[config.mk]
export PLATFORM = sky130hd
export DESIGN_NAME = axis_pkt_tx_flat
export DESIGN_NICKNAME = d
export VERILOG_FILES = /design/src/rtl/axis_pkt_tx_pkg.sv /design/src/rtl/axis_pkt_tx_if.sv /design/src/rtl/axis_pkt_tx_fifo.sv /design/src/rtl/axis_pkt_tx.sv /design/src/flat_wrapper.sv
export SDC_FILE = /design/constraint.sdc
export NUM_CORES = 1
export LEC_CHECK = 0
export CELL_PAD_IN_SITES_DETAIL_PLACEMENT = 2
export CELL_PAD_IN_SITES_GLOBAL_PLACEMENT = 2
export CORE_AREA = 3 3 213 215
export CTS_BUF_LIST = sky130_fd_sc_hd__clkbuf_8
export CTS_CLUSTER_SIZE = 14
export DETAILED_ROUTE_END_ITERATION = 10
export DIE_AREA = 0 0 216 218
export GPL_TIMING_DRIVEN = 0
export PLACE_DENSITY_LB_ADDON = 0.1
export SETUP_SLACK_MARGIN = 0.05
export SLEW_MARGIN = 20
export SYNTH_ARGS = -nofsm -noshare
export SYNTH_HDL_FRONTEND = slang
export SYNTH_SLANG_ARGS = --single-unit
[constraint.sdc]
create_clock -name clk -period 6.7 [get_ports clk]
set_input_delay 1.675 -clock clk [delete_from_list [all_inputs] [get_ports clk]]
set_output_delay 1.675 -clock clk [all_outputs]
set_load 0.01 [all_outputs]
[src/rtl/axis_pkt_tx_pkg.sv]
// Shared types and constants for the AXI-Stream packet transmitter.
//   DATA_W / DEST_W / USER_W : stream field widths
//   USER_FIRST               : TUSER value carried by the first beat of a packet
//   tx_state_t               : packet-position state (FIRST word pending / BODY words)
//   dest_of()                : extracts the destination byte from a packet's first word
package axis_pkt_tx_pkg;

  localparam int DATA_W = 32;
  localparam int DEST_W = 8;
  localparam int USER_W = 4;

  localparam logic [USER_W-1:0] USER_FIRST = 4'b0001;

  typedef enum logic [0:0] {
    FIRST = 1'b0,
    BODY  = 1'b1
  } tx_state_t;

  function automatic logic [DEST_W-1:0] dest_of(input logic [DATA_W-1:0] word);
    return word[DATA_W-1:DATA_W-DEST_W];
  endfunction

endpackage

[src/rtl/axis_pkt_tx_if.sv]
// AXI-Stream bundle used between the packet transmitter and the fabric.
//   master : drives tvalid/tdata/tlast/tdest/tuser, samples tready
//   slave  : the mirror view
interface AXIStream;
  import axis_pkt_tx_pkg::*;

  logic              tvalid;
  logic              tready;
  logic [DATA_W-1:0] tdata;
  logic              tlast;
  logic [DEST_W-1:0] tdest;
  logic [USER_W-1:0] tuser;

  modport master (output tvalid, output tdata, output tlast, output tdest, output tuser,
                  input tready);
  modport slave  (input tvalid, input tdata, input tlast, input tdest, input tuser,
                  output tready);
endinterface

[src/rtl/axis_pkt_tx_fifo.sv]
// Synchronous word FIFO for the packet transmitter.
//   clk, rst_n      : clock, asynchronous active-low reset (empties the FIFO)
//   push, wr_data   : write request and data; ignored while full
//   pop, rd_data    : read request; rd_data shows the head entry; ignored while empty
//   full, empty     : occupancy flags for the current cycle
//   full_next       : occupancy flag as it will be after this edge
module axis_pkt_tx_fifo #(
  parameter int DEPTH = 16,
  parameter int WIDTH = 33
) (
  input  logic             clk,
  input  logic             rst_n,
  input  logic             push,
  input  logic [WIDTH-1:0] wr_data,
  input  logic             pop,
  output logic [WIDTH-1:0] rd_data,
  output logic             full,
  output logic             empty,
  output logic             full_next
);

  localparam int AW = $clog2(DEPTH);
  localparam logic [AW:0]   CNT_FULL = (AW+1)'(DEPTH);
  localparam logic [AW:0]   CNT_ONE  = {{AW{1'b0}}, 1'b1};
  localparam logic [AW-1:0] PTR_ONE  = {{(AW-1){1'b0}}, 1'b1};

  logic [WIDTH-1:0] mem_r [DEPTH];
  logic [AW-1:0]    wr_ptr_r;
  logic [AW-1:0]    rd_ptr_r;
  logic [AW:0]      count_r;
  logic [AW:0]      count_next_s;
  logic             do_push_s;
  logic             do_pop_s;

  assign full      = (count_r == CNT_FULL);
  assign empty     = (count_r == {(AW+1){1'b0}});
  assign do_push_s = push && !full;
  assign do_pop_s  = pop && !empty;
  assign rd_data   = mem_r[rd_ptr_r];
  assign full_next = (count_next_s == CNT_FULL);

  // Occupancy after this edge; a simultaneous push and pop leaves it unchanged.
  always_comb begin
    count_next_s = count_r;
    case ({do_push_s, do_pop_s})
      2'b10:   count_next_s = count_r + CNT_ONE;
      2'b01:   count_next_s = count_r - CNT_ONE;
      default: count_next_s = count_r;
    endcase
  end

  // Read/write pointers and occupancy counter.
  always_ff @(posedge clk or negedge rst_n) begin
    if (!rst_n) begin
      wr_ptr_r <= {AW{1'b0}};
      rd_ptr_r <= {AW{1'b0}};
      count_r  <= {(AW+1){1'b0}};
    end else begin
      if (do_push_s) begin
        wr_ptr_r <= wr_ptr_r + PTR_ONE;
      end
      if (do_pop_s) begin
        rd_ptr_r <= rd_ptr_r + PTR_ONE;
      end
      count_r <= count_next_s;
    end
  end

  // Storage array; contents are meaningless once the pointers are reset.
  always_ff @(posedge clk) begin
    if (do_push_s) begin
      mem_r[wr_ptr_r] <= wr_data;
    end
  end

endmodule

[src/rtl/axis_pkt_tx.sv]
// AXI-Stream packet transmitter: buffers {last, word} pushes and emits them as
// stream beats with TDEST from the first word's top byte, TUSER[0] on the first
// beat and TLAST on the final beat.
//   clk, rst_n          : clock, asynchronous active-low reset
//   in_valid/in_ready   : word push handshake
//   in_data, in_last    : pushed word and end-of-packet flag
//   m_axis              : AXI-Stream master (registered outputs)
//   busy                : words buffered or a beat pending
//   pkt_count           : packets fully sent, wraps
module axis_pkt_tx
  import axis_pkt_tx_pkg::*;
#(
  parameter int DEPTH = 16,
  parameter int CNT_W = 16
) (
  input  logic              clk,
  input  logic              rst_n,
  input  logic              in_valid,
  output logic              in_ready,
  input  logic [DATA_W-1:0] in_data,
  input  logic              in_last,
  AXIStream.master          m_axis,
  output logic              busy,
  output logic [CNT_W-1:0]  pkt_count
);

  logic              in_ready_r;
  logic              push_s;
  logic              pop_s;
  logic              hs_s;
  logic              load_s;
  logic              full_s;
  logic              empty_s;
  logic              full_next_s;
  logic [DATA_W:0]   head_s;
  logic [DATA_W-1:0] head_data_s;
  logic              head_last_s;

  tx_state_t         state_r;
  tx_state_t         state_next_s;
  logic [DEST_W-1:0] dest_r;
  logic [DEST_W-1:0] beat_dest_s;
  logic [USER_W-1:0] beat_user_s;

  logic              tvalid_r;
  logic [DATA_W-1:0] tdata_r;
  logic              tlast_r;
  logic [DEST_W-1:0] tdest_r;
  logic [USER_W-1:0] tuser_r;
  logic [CNT_W-1:0]  pkt_count_r;

  // in_ready is registered so it stays low through reset; being !full it
  // refuses a push at full even when a pop happens in the same cycle.
  assign push_s      = in_valid && in_ready_r;
  assign hs_s        = tvalid_r && m_axis.tready;
  assign load_s      = !tvalid_r || m_axis.tready;
  assign pop_s       = load_s && !empty_s;
  assign head_data_s = head_s[DATA_W-1:0];
  assign head_last_s = head_s[DATA_W];

  axis_pkt_tx_fifo #(
    .DEPTH (DEPTH),
    .WIDTH (DATA_W + 1)
  ) u_fifo (
    .clk       (clk),
    .rst_n     (rst_n),
    .push      (push_s),
    .wr_data   ({in_last, in_data}),
    .pop       (pop_s),
    .rd_data   (head_s),
    .full      (full_s),
    .empty     (empty_s),
    .full_next (full_next_s)
  );

  // Sideband for the beat about to be loaded, and the packet position after it.
  always_comb begin
    beat_user_s  = {USER_W{1'b0}};
    beat_dest_s  = dest_r;
    state_next_s = state_r;
    case (state_r)
      FIRST: begin
        beat_user_s  = USER_FIRST;
        beat_dest_s  = dest_of(head_data_s);
        state_next_s = head_last_s ? FIRST : BODY;
      end
      BODY: begin
        beat_user_s  = {USER_W{1'b0}};
        beat_dest_s  = dest_r;
        state_next_s = head_last_s ? FIRST : BODY;
      end
      default: begin
        beat_user_s  = USER_FIRST;
        beat_dest_s  = dest_of(head_data_s);
        state_next_s = FIRST;
      end
    endcase
  end

  // Output beat register, packet FSM, destination latch and packet counter.
  always_ff @(posedge clk or negedge rst_n) begin
    if (!rst_n) begin
      in_ready_r  <= 1'b0;
      state_r     <= FIRST;
      dest_r      <= {DEST_W{1'b0}};
      tvalid_r    <= 1'b0;
      tdata_r     <= {DATA_W{1'b0}};
      tlast_r     <= 1'b0;
      tdest_r     <= {DEST_W{1'b0}};
      tuser_r     <= {USER_W{1'b0}};
      pkt_count_r <= {CNT_W{1'b0}};
    end else begin
      in_ready_r <= !full_next_s;
      if (pop_s) begin
        tvalid_r <= 1'b1;
        tdata_r  <= head_data_s;
        tlast_r  <= head_last_s;
        tdest_r  <= beat_dest_s;
        tuser_r  <= beat_user_s;
        dest_r   <= beat_dest_s;
        state_r  <= state_next_s;
      end else if (hs_s) begin
        // Beat taken and nothing buffered behind it.
        tvalid_r <= 1'b0;
      end
      if (hs_s && tlast_r) begin
        pkt_count_r <= pkt_count_r + {{(CNT_W-1){1'b0}}, 1'b1};
      end
    end
  end

  assign in_ready      = in_ready_r;
  assign busy          = !empty_s || tvalid_r;
  assign pkt_count     = pkt_count_r;
  assign m_axis.tvalid = tvalid_r;
  assign m_axis.tdata  = tdata_r;
  assign m_axis.tlast  = tlast_r;
  assign m_axis.tdest  = tdest_r;
  assign m_axis.tuser  = tuser_r;

  // full_s is only needed inside the FIFO's push gating.
  logic unused_s;
  assign unused_s = full_s;

endmodule
[src/flat_wrapper.sv]
// flat-port wrapper written by rule: the top's interface ports become plain ports
module axis_pkt_tx_flat import axis_pkt_tx_pkg::*;
#(
  parameter int DEPTH = 16,
  parameter int CNT_W = 16
)
  (clk, rst_n, in_valid, in_ready, in_data, in_last, busy, pkt_count, m_axis_tvalid, m_axis_tdata, m_axis_tlast, m_axis_tdest, m_axis_tuser, m_axis_tready);
  AXIStream m_axis_i ();
  input  logic clk;
  input  logic rst_n;
  input  logic in_valid;
  output logic in_ready;
  input  logic [DATA_W-1:0] in_data;
  input  logic in_last;
  output logic busy;
  output logic [CNT_W-1:0] pkt_count;
  output wire logic [$bits(m_axis_i.tvalid)-1:0] m_axis_tvalid;
  output wire logic [$bits(m_axis_i.tdata)-1:0] m_axis_tdata;
  output wire logic [$bits(m_axis_i.tlast)-1:0] m_axis_tlast;
  output wire logic [$bits(m_axis_i.tdest)-1:0] m_axis_tdest;
  output wire logic [$bits(m_axis_i.tuser)-1:0] m_axis_tuser;
  input wire logic [$bits(m_axis_i.tready)-1:0] m_axis_tready;
  assign m_axis_tvalid = m_axis_i.tvalid;
  assign m_axis_tdata = m_axis_i.tdata;
  assign m_axis_tlast = m_axis_i.tlast;
  assign m_axis_tdest = m_axis_i.tdest;
  assign m_axis_tuser = m_axis_i.tuser;
  assign m_axis_i.tready = m_axis_tready;
  axis_pkt_tx #(.DEPTH(DEPTH), .CNT_W(CNT_W)) u_core (.clk(clk), .rst_n(rst_n), .in_valid(in_valid), .in_ready(in_ready), .in_data(in_data), .in_last(in_last), .m_axis(m_axis_i), .busy(busy), .pkt_count(pkt_count));
endmodule
# == Yosys cells after proc, flatten, opt, wreduce, memory -nomap -nowiden ==
# Memory sizes are Yosys's and may differ from the RTL's.
# Cells that the tools add are included.
# totals
word_cells,45
ramBits,528
reg_bits,77
out_inout_bits,64
rom_bits,0
latch_bits,0
mem_count,1
# memory_table
memory,words,width,read_ports,rd_clocked_by_memory_dff,write_ports,line,source
u_core.u_fifo.mem_r,16,33,1,0,1,axis_pkt_tx_fifo.sv:27,logic [WIDTH-1:0] mem_r [DEPTH];
# classes
n_eq_ne,4
addsub,5
order_cmp,0
n_mul,0
shifts,0
div,0
muxes,8
bitwise,1
n_reduce_logical,15
# ops
cell,n
adder 16 x 1 -> 16 bit (second input constant),1
equality test 5 bit (second input constant),2
case mux 5 bit (2 select lines),1
adder 4 x 1 -> 4 bit (second input constant),2
2-to-1 mux 8 bit,1
case mux 4 bit (2 select lines),1
logical AND 1 bit,6
adder 5 x 1 -> 5 bit (second input constant),1
zero test 5 bit,1
2-to-1 mux 1 bit,5
subtractor 5 x 1 -> 5 bit (second input constant),1
zero test 1 bit,4
equality test 2 x 1 -> 1 bit (second input constant),1
equality test 2 bit (second input constant),1
logical OR 1 bit,2
AND reduction 2 bit,1
nonzero test 2 bit,1
NOT 1 bit,1

# == Depth between registers and ports, before layout ==
# depth
word_depth,8
mapped_depth,11
depth_no_buf,9

# == Cells and area by module ==
# A second synthesis with hierarchy kept.
# unflattened
cells_unflattened,1136
area_unflattened_um2,23000.8
# modules_own_cells
mod,cells_per_inst,area_per_inst_um2,n_inst
axis_pkt_tx_fifo,900,20588.5,1
axis_pkt_tx,236,2412.3,1

# == Worst setup path before layout ==
# No wires, ideal clock.
# synth_timing
kind,input port to flip-flop
startpoint,input port in_valid
endpoint,"memory u_core.u_fifo.mem_r[0][0], enable pin"
setup_slack_ps,1885
n_path_buf,1
setup_ps,464
cell_stages,4
t_arrival_ps,4350
path_cell_list,o211a_1 buf_2 nand2_1 nor3_1
# synth_via
elab_chain_len,4
# synth_lines
element,line,source
start: declaration,flat_wrapper.sv:11,input logic in_valid;
logical AND 1 bit,axis_pkt_tx.sv:54,assign push_s = in_valid && in_ready_r;
logical AND 1 bit,axis_pkt_tx_fifo.sv:37,assign do_push_s = push && !full;
2-to-1 mux 1 bit,axis_pkt_tx_fifo.sv:71,if (do_push_s) begin
2-to-1 mux 1 bit (not written as such),axis_pkt_tx_fifo.sv:72,mem_r[wr_ptr_r] <= wr_data;
end: declaration,axis_pkt_tx_fifo.sv:27,
# No other way between the ends.

# == Final worst setup path ==
# layout_timing
startpoint,input port m_axis_tready
endpoint,register u_core.in_ready_r (netlist: u_core.in_ready)
# layout_via
elab_chain_len,7
word_cells_on_any_way,8
classes_between,eq/ne: 3; mux: 1; reduce/logical: 4
# layout_lines
element,line,source
start: declaration,flat_wrapper.sv:22,input wire logic [$bits(m_axis_i.tready)-1:0] m_axis_tready;
logical OR 1 bit (*),axis_pkt_tx.sv:56,assign load_s = !tvalid_r || m_axis.tready;
logical AND 1 bit (*),axis_pkt_tx.sv:57,assign pop_s = load_s && !empty_s;
via u_core.pop_s,axis_pkt_tx.sv:29,logic pop_s;
logical AND 1 bit (*),axis_pkt_tx_fifo.sv:38,assign do_pop_s = pop && !empty;
equality test 2 x 1 -> 1 bit / equality test 2 bit (equally long branches),axis_pkt_tx_fifo.sv:45,"case ({do_push_s, do_pop_s})"
case mux 5 bit (2 select lines) (*),axis_pkt_tx_fifo.sv:45,
equality test 5 bit (*),axis_pkt_tx_fifo.sv:40,assign full_next = (count_next_s == CNT_FULL);
zero test 1 bit (*),axis_pkt_tx.sv:113,in_ready_r <= !full_next_s;
end signal: assignment,axis_pkt_tx.sv:113,
end: declaration,axis_pkt_tx.sv:27,logic in_ready_r;
# The timed path passes the listed nets; every way through them passes the cells marked *.
# A chain may end at the register's enable or synchronous reset.

==> metrics.txt <==
fin crit period=5.55 ns; Core Footprint=43,900 um^2; HP Class=reg -> reg; distinct cell type count after synthesis=51; clk slew on worst S/H paths=0.07 ns; crit path max fanout=10; Data arrival, critical path=6.04 ns; leading area contributor after synthesis=edfxtp_1; Final Hold Violating Endpoints=0; Die Wd=216 um; Final Core Density=62.1%; Iteration-0 DRC Markers=around 1,600; synthesized cell area=about 23,000 um^2; Std-Cell Rows=77; Setup crit start=m_axis_tready; GP Congestion=0.728; Worst Path Required=between 7 and 8 ns; status=finished clean; yosys warns=0; Most used DFF post-synth=edfxtp_1; number of enable flip-flop cells after synthesis=about 530; Layout area overhead=18.3%; layout cells sized above 1=about a quarter; grt met1 use=43.8%; # setup viols final=0; Die Ht=218 um; top-area cell type share of the netlist area=68.8%; post-DP HPWL=47,000 um; routed vias=13,400; wire length per cell=40.2 um; Power Density=445 nW/um^2; dpl cell area=25,600 um^2; number of fill cells=3,497; vias in the first global route=14,900; Worst-Skew Late Latency=about 0.73 ns; synth top area cells=edfxtp_1 (69%), mux4_2 (12%), dfrtp_1 (8.0%); Post-CTS Resized=0; initial core utilization=52.5%; CTS root buf=clkbuf_8; setup bufs post-CTS=0; number of buffers added on ports=97; gr ovfl total=0; CTS tree=done; skew final=0.0693 ns; Final Slew Violations=0; pin slew with the least headroom to its limit=1.14 ns; Tcrit/Tclk final=82.8%; Inserted Clock Buffers=94; Setup crit end kind=flip-flop; DRC viols=0; top cells by count, synth=edfxtp_1 (528), mux4_2 (120), dfrtp_1 (74); final instance area=27,300 um^2; Max-Cap Viols=0; RSZ-0062 raised after global routing=false; Slew HR=23.8%; first-pass GRT wire length=116,000 um; startpoint types=input port; H-tree depth=3; CTS Buffer Depth=3; Hold Crit Start=u_core.pkt_count[15]; Post-Synthesis Cells=1,119; GR Util met2=60.3%; WL final=81,200 um; RR Startpoint=u_core.u_fifo.count_r[1]; async set or reset register ratio after synthesis=12.3%; pin count of the biggest net entering global routing=42; GRT Overall Usage=35.5%; router iterations before antenna repair=5; GR peak layer=met2; Max Clk Rate=between 0.15 and 0.2 GHz; VDD IR-drop max=0.000293 V; number of hold buffers added after cts=0; Syn Area/Cell=20.6 um^2; antenna viol nets, final=0; LEAKAGE=9.25 nW; Clock Sinks=approximately 600; initial antenna violation count=2; cell with the most instances after synthesis=edfxtp_1; FF+latch count, synth=602; fin nets=about 1,400; Vias/cell=6.61; met3 Track Usage GR=8.85%; Crit Path Class=in -> reg; I/O pin cnt=just over 100; die area=47,100 um^2; sequential share of the synthesized area=around three quarters
kinds of logic (layout without fill, tap and decap cells):
kind of cell             Yosys count  after routing  synth area share (%)
flip-flops                       602            602                  76.8
multiplexers                     179            179                  14.5
AO/OA/AOI/OAI                    133            133                  3.67
AND/OR/NAND/NOR                   95             95                  1.95
buffers and inverters             75            384                  1.57
XOR/XNOR                          23             23                 0.874
adder cells (fa/ha/maj)           11             11                 0.630
other                              1              4                0.0163
cell usage in the layout (no fill, tap or decap), types with 10 or more instances in the layout:
| cell type | Yosys | layout |
|---|---|---|
| mux4_2 | 120 | 120 |
| inv_1 | 10 | 48 |
| dfrtp_1 | 74 | 74 |
| clkinv_2 | 0 | 12 |
| buf_2 | 16 | 16 |
| buf_16 | 0 | 15 |
| clkdlybuf4s50_1 | 0 | 96 |
| a21oi_1 | 32 | 32 |
| edfxtp_1 | 528 | 528 |
| clkbuf_1 | 24 | 24 |
| xnor2_1 | 15 | 15 |
| clkbuf_8 | 0 | 102 |
| clkinv_1 | 1 | 16 |
| o22ai_1 | 50 | 50 |
| nor2_4 | 0 | 12 |
| mux2i_1 | 23 | 23 |
| ha_1 | 10 | 10 |
| o21ai_0 | 15 | 15 |
| mux2_2 | 36 | 36 |
| buf_4 | 14 | 32 |
| nand2_1 | 35 | 35 |
flip-flops by register name, indices dropped and copies added, names as in the netlist:
signal / cells
u_core.m_axis.tvalid: 1
u_core.state_r: 1
u_core.u_fifo.mem_r: 528
u_core.pkt_count: 16
u_core.m_axis.tlast: 1
u_core.u_fifo.rd_ptr_r: 4
u_core.m_axis.tdata: 32
u_core.in_ready: 1
u_core.m_axis.tuser: 1
u_core.u_fifo.wr_ptr_r: 4
u_core.u_fifo.count_r: 5
u_core.dest_r: 8
final cells by class:
| type | instances | area [um^2] | area share [%] |
|---|---|---|---|
| buffer | 63 | 317 | 1.16 |
| clock buffer | 102 | 1400 | 5.15 |
| multi-input combinational | 444 | 5100 | 18.7 |
| tap | 592 | 741 | 2.72 |
| antenna | 1 | 2.50 | 0.00917 |
| clock inverter | 70 | 308 | 1.13 |
| timing repair buffer | 137 | 1650 | 6.05 |
| sequential | 602 | 17700 | 64.9 |
| inverter | 12 | 45.0 | 0.165 |
through the flow:
step	hold slack (ns)	total power [mW]	cells	setup TNS (ns)	worst slack, ns
finish	0.489	12.1	2023	0	1.15
global route	0.513	12.5	2022	0	1.08
CTS	0.498	12.2	2022	0	1.24
detailed placement	0.474	8.90	1850	0	0.985
global placement	0.459	8.42	1810	-171.13	-1.39
floorplan	0.503	7.15	1121	0	1.89
power breakdown:
group          internal, mW  switching, mW  total [mW]
clock network          1.41           1.64        3.05
registers              4.63          0.306        4.94
logic                  1.70           2.44        4.15
total                  7.74           4.39        12.1
worst paths after layout:
check / endpoint / slack (ns) / cells past startpoint
min in group asynchronous: u_core.pkt_count[1] / 0.95 / 1
max: u_core.in_ready / 1.15 / 11
max reg2reg: u_core.in_ready / 1.96 / 11
min: u_core.pkt_count[15] / 0.49 / 1
max in group asynchronous: u_core.m_axis.tdata[3] / 5.03 / 2
min reg2reg: u_core.pkt_count[15] / 0.49 / 1
worst max-delay path, cell delays in order:
cell,delay [ns]
clkdlybuf4s50_1,0.48
nand2b_1,0.27
o21ai_4,0.14
inv_2,0.22
clkbuf_1,0.73
ha_1,0.54
ha_1,0.37
a21o_1,0.25
and3_1,0.18
a2111oi_0,0.90
o211ai_1,0.26
routing by layer:
metal	share of wire (%)	wire, um
met1	37	29800
met2	51	41000
met3	8.1	6590
met4	4.7	3820
met5	0.016	13
Note: power is estimated with default switching activity, not from simulation.
